### config.mk
export PLATFORM = sky130hd
export DESIGN_NAME = serial_adder_driver_flat
export DESIGN_NICKNAME = d
export VERILOG_FILES = /design/src/rtl/serial_adder_driver_if.sv /design/src/rtl/serial_adder_driver.sv /design/src/flat_wrapper.sv
export SDC_FILE = /design/constraint.sdc
export NUM_CORES = 1
export LEC_CHECK = 0
export ABC_CLOCK_PERIOD_IN_PS = 4750
export CELL_PAD_IN_SITES_DETAIL_PLACEMENT = 0
export CELL_PAD_IN_SITES_GLOBAL_PLACEMENT = 1
export CORE_ASPECT_RATIO = 1.4
export CORE_UTILIZATION = 30
export DETAILED_ROUTE_END_ITERATION = 16
export PLACE_DENSITY = 0.6
export SKIP_CTS_REPAIR_TIMING = 1
export SLEW_MARGIN = 15
export SYNTH_ARGS = -nofsm -noshare
export SYNTH_HDL_FRONTEND = slang
export SYNTH_SLANG_ARGS = --single-unit
### constraint.sdc
create_clock -name clk -period 4.75 [get_ports clk]
set_clock_uncertainty 0.05 [all_clocks]
set_input_delay 0.95 -clock clk [delete_from_list [all_inputs] [get_ports clk]]
set_output_delay 0.95 -clock clk [all_outputs]
set_load 0.05 [all_outputs]
### src/rtl/serial_adder_driver_if.sv
// Parallel-side handshake bundle for serial_adder_driver.
// Host drives start/operands; driver returns status and result.
interface serial_adder_driver_if #(
    parameter int WIDTH = 8
) ();
    logic             start;
    logic [WIDTH-1:0] op_a;
    logic [WIDTH-1:0] op_b;
    logic             busy;
    logic             done;
    logic [WIDTH:0]   result;
    logic             chk_err;

    modport master (
        output start, op_a, op_b,
        input  busy, done, result, chk_err
    );

    modport slave (
        input  start, op_a, op_b,
        output busy, done, result, chk_err
    );
endinterface

### src/rtl/serial_adder_driver.sv
// Parallel host for a bit-serial Moore adder: streams operands LSB-first.
// Optional self-check enabled by defining SERIAL_ADDER_DRIVER_CHK_EN.
module serial_adder_driver #(
    parameter int WIDTH = 8
) (
    input  logic                 clk,
    input  logic                 rst_n,
    serial_adder_driver_if.slave bus,
    output logic                 ser_clr,
    output logic                 ser_a,
    output logic                 ser_b,
    input  logic                 ser_sum
);
    localparam int CW = $clog2(WIDTH + 1) + 1;
    localparam logic [CW-1:0] LAST = CW'(WIDTH);

    typedef enum logic [1:0] {
        IDLE,
        SHIFT,
        DRAIN,
        DONE
    } state_t;

    state_t           state;
    logic [WIDTH-1:0] a_sh;
    logic [WIDTH-1:0] b_sh;
    logic [WIDTH-1:0] acc;
    logic [CW-1:0]    cnt;
    logic             busy_q;
    logic             done_q;
    logic [WIDTH:0]   result_q;
    logic [WIDTH:0]   fin;

    // acc holds sum bits 0..WIDTH-1; the carry arrives last in DRAIN
    assign fin = {ser_sum, acc};

    always_ff @(posedge clk or negedge rst_n) begin
        if (!rst_n) begin
            state    <= IDLE;
            a_sh     <= '0;
            b_sh     <= '0;
            acc      <= '0;
            cnt      <= '0;
            busy_q   <= 1'b0;
            done_q   <= 1'b0;
            result_q <= '0;
            ser_clr  <= 1'b1;
            ser_a    <= 1'b0;
            ser_b    <= 1'b0;
        end else begin
            done_q <= 1'b0;
            unique case (state)
                IDLE: begin
                    if (bus.start) begin
                        a_sh    <= bus.op_a >> 1;
                        b_sh    <= bus.op_b >> 1;
                        ser_a   <= bus.op_a[0];
                        ser_b   <= bus.op_b[0];
                        acc     <= '0;
                        cnt     <= '0;
                        busy_q  <= 1'b1;
                        ser_clr <= 1'b0;
                        state   <= SHIFT;
                    end
                end
                SHIFT: begin
                    a_sh <= a_sh >> 1;
                    b_sh <= b_sh >> 1;
                    cnt  <= cnt + 1'b1;
                    // Moore latency: cycle cnt carries sum bit cnt-1
                    if (cnt != '0) begin
                        acc <= {ser_sum, acc[WIDTH-1:1]};
                    end
                    if (cnt == LAST) begin
                        ser_a <= 1'b0;
                        ser_b <= 1'b0;
                        state <= DRAIN;
                    end else begin
                        ser_a <= a_sh[0];
                        ser_b <= b_sh[0];
                    end
                end
                DRAIN: begin
                    result_q <= fin;
                    busy_q   <= 1'b0;
                    done_q   <= 1'b1;
                    ser_clr  <= 1'b1;
                    state    <= DONE;
                end
                DONE: begin
                    state <= IDLE;
                end
            endcase
        end
    end

    assign bus.busy   = busy_q;
    assign bus.done   = done_q;
    assign bus.result = result_q;

`ifdef SERIAL_ADDER_DRIVER_CHK_EN
    logic [WIDTH:0] ref_q;
    logic           chk_q;

    always_ff @(posedge clk or negedge rst_n) begin
        if (!rst_n) begin
            ref_q <= '0;
            chk_q <= 1'b0;
        end else begin
            if (state == IDLE && bus.start) begin
                ref_q <= {1'b0, bus.op_a} + {1'b0, bus.op_b};
            end
            if (state == DRAIN && ref_q != fin) begin
                chk_q <= 1'b1;
            end
        end
    end

    assign bus.chk_err = chk_q;
`else
    assign bus.chk_err = 1'b0;
`endif
endmodule

### src/flat_wrapper.sv
// flat-port wrapper written by rule: the top's interface ports become plain ports
module serial_adder_driver_flat 
#(
    parameter int WIDTH = 8
)
  (clk, rst_n, ser_clr, ser_a, ser_b, ser_sum, bus_start, bus_op_a, bus_op_b, bus_busy, bus_done, bus_result, bus_chk_err);
  serial_adder_driver_if #(.WIDTH(WIDTH)) bus_i ();
  input  logic clk;
  input  logic rst_n;
  output logic ser_clr;
  output logic ser_a;
  output logic ser_b;
  input  logic ser_sum;
  input wire logic [$bits(bus_i.start)-1:0] bus_start;
  input wire logic [$bits(bus_i.op_a)-1:0] bus_op_a;
  input wire logic [$bits(bus_i.op_b)-1:0] bus_op_b;
  output wire logic [$bits(bus_i.busy)-1:0] bus_busy;
  output wire logic [$bits(bus_i.done)-1:0] bus_done;
  output wire logic [$bits(bus_i.result)-1:0] bus_result;
  output wire logic [$bits(bus_i.chk_err)-1:0] bus_chk_err;
  assign bus_i.start = bus_start;
  assign bus_i.op_a = bus_op_a;
  assign bus_i.op_b = bus_op_b;
  assign bus_busy = bus_i.busy;
  assign bus_done = bus_i.done;
  assign bus_result = bus_i.result;
  assign bus_chk_err = bus_i.chk_err;
  serial_adder_driver #(.WIDTH(WIDTH)) u_core (.clk(clk), .rst_n(rst_n), .bus(bus_i), .ser_clr(ser_clr), .ser_a(ser_a), .ser_b(ser_b), .ser_sum(ser_sum));
endmodule
==> results of run 1 <==
## registers in the layout, summed over array words and instances, names as in the netlist
name               count
u_core.b_sh            7
u_core.ser_clr         1
u_core.bus.done        1
u_core.state           2
u_core.cnt             5
u_core.bus.result      9
u_core.bus.busy        1
u_core.a_sh            7
u_core.ser_a           1
u_core.ser_b           1
u_core.acc             8
## cell type report
type / count / share of cell area (%)
multi-input cells: 112 / 32.5
well taps: 72 / 3.70
inverters: 15 / 2.31
clock buffers: 6 / 2.98
clock inverters: 2 / 0.514
flip-flops and latches: 43 / 44.3
repair buffers: 34 / 13.7
## cells by family (layout without fill, tap and decap cells)
| logic type | after synthesis | in the layout | share of synthesized area, % |
|---|---|---|---|
| AO/OA/AOI/OAI | 34 | 34 | 10.1 |
| adder cells (fa/ha/maj) | 5 | 5 | 3.14 |
| buffers and inverters | 24 | 57 | 6.10 |
| flip-flops | 43 | 43 | 54.1 |
| multiplexers | 31 | 31 | 16.8 |
| other | 1 | 1 | 0.188 |
| AND/OR/NAND/NOR | 41 | 41 | 9.55 |
## worst paths after layout
path / start / to / slack, ns / cells past startpoint
max reg2reg: u_core.state[0] / u_core.acc[2] / 2.57 / 5
max: u_core.ser_clr / ser_clr / 2.10 / 1
max in group asynchronous: rst_n / u_core.ser_b / 3.29 / 1
min: u_core.a_sh[2] / u_core.a_sh[2] / 0.44 / 2
min reg2reg: u_core.a_sh[2] / u_core.a_sh[2] / 0.44 / 2
min in group asynchronous: rst_n / u_core.acc[1] / 0.76 / 1
## Yosys cell counts, drive strengths merged
cell type	number	share of area, %
dfstp	1	1.3
mux2	10	5.7
o22ai	1	0.31
nand2b	1	0.31
nor2	5	0.94
dfrtp	42	53
inv	15	2.8
nand4bb	1	0.57
o32a	1	0.50
nor2b	1	0.31
nand3	6	1.5
mux2i	21	11
nor3b	1	0.63
buf	9	3.3
nand2	23	4.3
a22o	2	0.88
conb	1	0.19
ha	5	3.1
or3	3	0.94
o21ai	18	4.5
a31oi	1	1.1
a21oi	11	2.8
## metal layers
metal / track usage, % / vias up / wire length [um]
li1: - / 666 / -
met1: 16.6 / 627 / 1970
met2: 20.3 / 29 / 1830
met3: 3.30 / 5 / 171
met4: 3.69 / 0 / 53
met5: 0 / - / 0
## metrics by stage
stage / hold WS, ns / cell area (sq um) / setup WS [ns] / total power, uW / utilization (%)
5_1_grt: 0.464 / 2430 / 2.06 / 1670 / 38.7
3_5_place_dp: 0.421 / 2350 / 1.98 / 1340 / 37.3
6_report: 0.436 / 2430 / 2.10 / 1550 / 38.7
4_1_cts: 0.440 / 2430 / 2.09 / 1580 / 38.7
3_3_place_gp: 0.415 / 2350 / 1.99 / 1340 / 37.3
2_1_floorplan: 0.400 / 1990 / 3.07 / 1170 / -
## power breakdown
group | total, uW | internal (uW) | switching (uW)
registers | 572 | 495 | 77.2
logic | 748 | 291 | 457
clock network | 232 | 103 | 129
total | 1550 | 889 | 663
## layout by cell type, fill, tap and decap left out
master                            instances
sky130_fd_sc_hd__nand3_1                  6
sky130_fd_sc_hd__clkdlybuf4s50_1         32
sky130_fd_sc_hd__o32a_1                   1
sky130_fd_sc_hd__conb_1                   1
sky130_fd_sc_hd__a21oi_1                 11
sky130_fd_sc_hd__clkbuf_8                 5
sky130_fd_sc_hd__inv_1                   15
sky130_fd_sc_hd__a22o_1                   2
sky130_fd_sc_hd__mux2i_1                 20
sky130_fd_sc_hd__dfrtp_1                 42
sky130_fd_sc_hd__o21ai_0                 18
sky130_fd_sc_hd__nor3b_2                  1
sky130_fd_sc_hd__nand2_1                 23
sky130_fd_sc_hd__dfstp_2                  1
sky130_fd_sc_hd__buf_4                    1
sky130_fd_sc_hd__clkinvlp_4               1
sky130_fd_sc_hd__buf_2                    1
sky130_fd_sc_hd__mux2_2                  10
sky130_fd_sc_hd__clkbuf_1                 1
sky130_fd_sc_hd__a31oi_4                  1
sky130_fd_sc_hd__or3_1                    3
sky130_fd_sc_hd__nor2b_1                  1
sky130_fd_sc_hd__ha_1                     5
sky130_fd_sc_hd__nand4bb_1                1
sky130_fd_sc_hd__o22ai_1                  1
sky130_fd_sc_hd__nor2_1                   5
sky130_fd_sc_hd__clkinv_2                 1
sky130_fd_sc_hd__mux2i_4                  1
sky130_fd_sc_hd__nand2b_1                 1
## worst reg2reg max path: stages, from the launching register on
cell and delay, ns:
sky130_fd_sc_hd__dfrtp_1 0.41, sky130_fd_sc_hd__inv_1 0.09, sky130_fd_sc_hd__ha_1 0.33, sky130_fd_sc_hd__mux2i_4 0.80
sky130_fd_sc_hd__a31oi_4 0.19, sky130_fd_sc_hd__mux2i_1 0.18
==> impl_results.md, run 1 <==
- Status: completed
- IO Count: 35
- Synthesis Warnings: 0
- Slew headroom: 34.7%
- Initial antenna violation count: 0
- Final #Nets: 236
- Critical path data arrival time: 1.65 ns
- Proportion of layout cells with a drive suffix above 1: 10.8%
- Actual transition at the worst max-transition pin: 0.979 ns
- Iteration-0 DRC count of the detailed router: 61
- DIE WIDTH: 70.8 um
- Number of nets in the synthesized netlist: 204
- Overall fraction of global-route tracks in use: 12.6%
- Crit path largest cell delay: 0.80 ns
- Largest net degree at the start of global routing: 44
- Synthesized netlist cell count: 179
- Fill cell instance count of the final layout: 661
- Critical Path, Cell by Cell: clkdlybuf4s50_1
- Synth cell types: 25
- Setup crit end kind: output port
- ANT cells: 0
- CTS Buf Count: 5
- Largest vdd supply drop: 0.317 mV
- Type of the worst setup path: register to output port
- Sequential fraction of the synthesis area: 54.1%
- Clock root buffer: sky130_fd_sc_hd__clkbuf_8
- CP required: 3.75 ns
- Clk slew on worst S/H paths: 0.08 ns
- Cell total after placement: 276
- Vias per inst: 4.67
- Leakage dissipation: 0.00105 uW
- Clock latency on the worst-skew pair: 0.29 ns
- Path category of the worst min-delay check: register to register
- Die boundary height: 98.4 um
- Final clock period utilization by the worst path: 55.8%
- Worst setup SP type: register
- Netlist Area Pre-Place: 1990 sq um
- Per-cell routed wire length: 14.2 um
- Count of final setup violators: 0
- Number of max-slew violations in the final report: 0
- TritonCTS clock tree: built
- Global placer's final weighted congestion: 0.668
- Number of global-route vias before repair: 1,389
- Core Footprint: 6300 sq um
- Highest clock rate: 377 MHz
- CP top delay family: buffers and inverters
- Storage cell area: 1080 sq um
- Buf+Inv Stages, Crit Path: 1
- Cell type of the slowest stage on the worst timing path: sky130_fd_sc_hd__clkdlybuf4s50_1
- Number of levels the H-tree was split into: 2
- Wire length of the first global-routing pass: 6820 um
- Final setup TNS: 0 ns
- DRT Pass-1 Iters: 6
- Minimum clock period after layout: 2.65 ns
- Worst-path fanout max: 3
- Clk sink count: 43
- Non-filler cells, final: 284
- Detailed-route DRC error count: 0
- RSZ-0062 raised after global routing: false
- Number of nets with antenna violations after detailed routing: 0
- Area taken by multi-input logic gates: 792 sq um
- Power per cell area: 638 nW/um^2
- Number of maximum-capacitance violations: 0
- Detailed placer's ending HPWL: 2730 um
- Effective utilization at floorplan: 31.6%
- Yosys reg bits: 43
- DIE AREA: 6970 sq um
- Synth Area per Inst: 11.1 sq um
- Maximum clock insertion buffer count: 2
- Total grt overflow: 0
- Total Wirelength: 4030 um
- Final Hold Violating Endpoints: 0
- Vias: 1,327
- Number of input and output port buffers inserted: 33
- Growth of design area from synthesis to finish: 22.2%
- Row cnt: 34
Note: power is estimated with default switching activity, not from simulation.
==> inputs of run 2 (changes only) <==
--- a/config.mk
+++ b/config.mk
@@ -5,13 +5,13 @@
 export SDC_FILE = /design/constraint.sdc
 export NUM_CORES = 1
 export LEC_CHECK = 0
-export ABC_CLOCK_PERIOD_IN_PS = 4750
+export ABC_CLOCK_PERIOD_IN_PS = 2100
 export CELL_PAD_IN_SITES_DETAIL_PLACEMENT = 0
 export CELL_PAD_IN_SITES_GLOBAL_PLACEMENT = 1
 export CORE_ASPECT_RATIO = 1.4
 export CORE_UTILIZATION = 30
 export DETAILED_ROUTE_END_ITERATION = 16
-export PLACE_DENSITY = 0.6
+export PLACE_DENSITY = 0.62
 export SKIP_CTS_REPAIR_TIMING = 1
 export SLEW_MARGIN = 15
 export SYNTH_ARGS = -nofsm -noshare
==> constraint.sdc (replaced) <==
create_clock -name clk -period 2.1 [get_ports clk]
set_clock_uncertainty 0.05 [all_clocks]
set_input_delay 0.42 -clock clk [delete_from_list [all_inputs] [get_ports clk]]
set_output_delay 0.42 -clock clk [all_outputs]
set_load 0.05 [all_outputs]
==> run 2 against run 1 <==
The flow now finishes with violations (negative hold slack); sequential power grew 130%; clock power up 130%; hold slack got worse by 0.45 ns; core utilization grew 1.1 points; critical path depth unchanged; non-clock buffer count grew 7; total power up 140%; final area rose by 2.8%; sequential share of layout area decreased by 1.2 points; worst setup slack worse by 2.0 ns; wire length increased by 1.1%; via count grew 4.0%.
==> impl_results.md, run 2 (same netlist as run 1, synthesis figures left out) <==
- Detailed-route DRC error count: 0 (unchanged)
- Final clock period utilization by the worst path: 94.0%
- DIE WIDTH: 70.8 um (unchanged)
- IO Count: 35 (unchanged)
- Number of global-route vias before repair: 1,472 (+6.0%)
- Die boundary height: 98.4 um (unchanged)
- Global placer's final weighted congestion: 0.696 (+4.1%)
- Final setup TNS: 0 ns (unchanged)
- CTS Buf Count: 5 (unchanged)
- Metal1 wirelength: 1900 um (-3.6%)
- Per-cell routed wire length: 14.0 um (-1.3%)
- CP required: 1.63 ns (-2.12 ns)
- Violated checks: negative hold slack
- Minimum clock period after layout: 1.97 ns
- ANT cells: 0 (unchanged)
- Clk slew on worst S/H paths: 0.08 ns (about the same)
- Number of nets with antenna violations after detailed routing: 0 (unchanged)
- Largest vdd supply drop: 0.809 mV (+160%)
- Count of final setup violators: 0 (unchanged)
- RSZ-0062 raised after global routing: false
- Clock root buffer: sky130_fd_sc_hd__clkbuf_8
- Total met3 wirelength after detailed routing: 230 um (+35%)
- Worst-path fanout max: 3 (unchanged)
- Vias per inst: 4.74 (+1.5%)
- Setup crit end kind: output port
- Power per cell area: 1460 nW/um^2 (+130%)
- Initial antenna violation count: 0 (unchanged)
- WHS: -0.0171 ns (-0.453 ns)
- R2R Setup Slk: 0.28 ns (-2.29 ns)
- Clk sink count: 43 (unchanged)
- Type of the worst setup path: register to output port
- Iteration-0 DRC count of the detailed router: 107 (+75%)
- Vias: 1,380 (+4.0%)
- Final #Nets: 243 (+3.0%)
- Maximum clock insertion buffer count: 2 (unchanged)
- Core Footprint: 6300 sq um (unchanged)
- CP top delay family: buffers and inverters
- Slew headroom: 61.6% (+27 points)
- Critical path data arrival time: 1.50 ns (-0.15 ns)
- TritonCTS clock tree: built
- Cell total after placement: 283 (+2.5%)
- Number of logic stages on the critical path including buffering: 1 (unchanged)
- Total grt overflow: 0 (unchanged)
- Max Used Layer: met4
- Overall fraction of global-route tracks in use: 13.0% (+0.40 points)
- DIE AREA: 6970 sq um (unchanged)
- Status: complete, but fails checks
- Largest net degree at the start of global routing: 17 (-61%)
- Number of input and output port buffers inserted: 33 (unchanged)
- Row cnt: 34 (unchanged)
- Number of flip-flops under the largest register name: 9 (unchanged)
- Number of levels the H-tree was split into: 2 (unchanged)
- Number of max-slew violations in the final report: 0 (unchanged)
- Detailed placer's ending HPWL: 2950 um (+8.3%)
- Clock latency on the worst-skew pair: 0.29 ns (about the same)
- Worst setup SP type: register
- Actual transition at the worst max-transition pin: 0.576 ns (-0.403 ns)
- Critical Path, Cell by Cell: clkdlybuf4s50_1
- Highest clock rate: 507 MHz
- Growth of design area from synthesis to finish: 25.7%
- Proportion of layout cells with a drive suffix above 1: 14.2% (+3.3 points)
- Buf+Inv Stages, Crit Path: 1 (unchanged)
- Fill cell instance count of the final layout: 640 (-3.2%)
- Final Hold Violating Endpoints: 13 (+13)
- Depth of the worst register-to-register path: 5 (unchanged)
- Commonest cells after routing, fill and taps aside: 42 x sky130_fd_sc_hd__dfrtp_1, 31 x sky130_fd_sc_hd__clkdlybuf4s50_1, 23 x sky130_fd_sc_hd__nand2_1
- Wire length of the first global-routing pass: 7070 um (+3.5%)
- Number of maximum-capacitance violations: 0 (unchanged)
- Total Wirelength: 4070 um (+1.1%)
- Most common cell after layout, fill and taps aside: sky130_fd_sc_hd__dfrtp_1
- Leakage dissipation: 0.00110 uW (+4.3%)
- Non-filler cells, final: 291 (+2.5%)
- Met2 layer wire length in the routed design: 1870 um (+2.3%)
- Effective utilization at floorplan: 31.6% (unchanged)
- Cell type of the slowest stage on the worst timing path: sky130_fd_sc_hd__clkdlybuf4s50_1
- Crit path largest cell delay: 0.82 ns (+0.02 ns)
- DRT Pass-1 Iters: 6 (unchanged)
- Path category of the worst min-delay check: input pin to async pin
-- run 2: metal layers --
layer / GRT usage [%] / up-vias
met1: 16.6 / 650
met4: 5.08 / 0
met3: 3.51 / 5
li1: - / 686
met5: 0 / -
met2: 20.9 / 39
-- run 2: path summary, 6_finish.rpt --
kind / start / to
setup / recovery: u_core.bus.busy / bus_busy
min in group clk: u_core.b_sh[4] / u_core.b_sh[4]
setup reg to reg: u_core.state[1] / u_core.acc[2]
hold / removal: rst_n / u_core.cnt[0]
hold reg to reg: u_core.b_sh[4] / u_core.b_sh[4]
max in group asynchronous: rst_n / u_core.ser_clr
-- run 2: stage by stage --
| step | setup WS [ns] | hold WS [ns] | util [%] | power, uW | area, sq um |
|---|---|---|---|---|---|
| floorplan | 0.521 | 0.0744 | - | 2640 | 1990 |
| global placement | 0.175 | 0.318 | 38.3 | 3160 | 2410 |
| detailed placement | 0.145 | 0.314 | 38.3 | 3170 | 2410 |
| global route | 0.0960 | 0.00845 | 39.7 | 3950 | 2500 |
| finish | 0.126 | -0.0171 | 39.7 | 3660 | 2500 |
| CTS | 0.126 | -0.00977 | 39.7 | 3730 | 2500 |
-- run 2: area by class of cell --
type / count / area, sq um / share of cell area [%]
sequential: 43 / 1080 / 43.0
multi-input combinational: 112 / 792 / 31.7
timing repair buffer: 41 / 395 / 15.8
tap: 72 / 90.1 / 3.60
clock buffer: 7 / 86.3 / 3.45
inverter: 15 / 56.3 / 2.25
clock inverter: 1 / 5.00 / 0.200
-- run 2: power breakdown --
group / internal [uW] / total, uW / switching (uW)
sequential: 1120 / 1290 / 172
clock: 265 / 539 / 273
combinational: 757 / 1830 / 1080
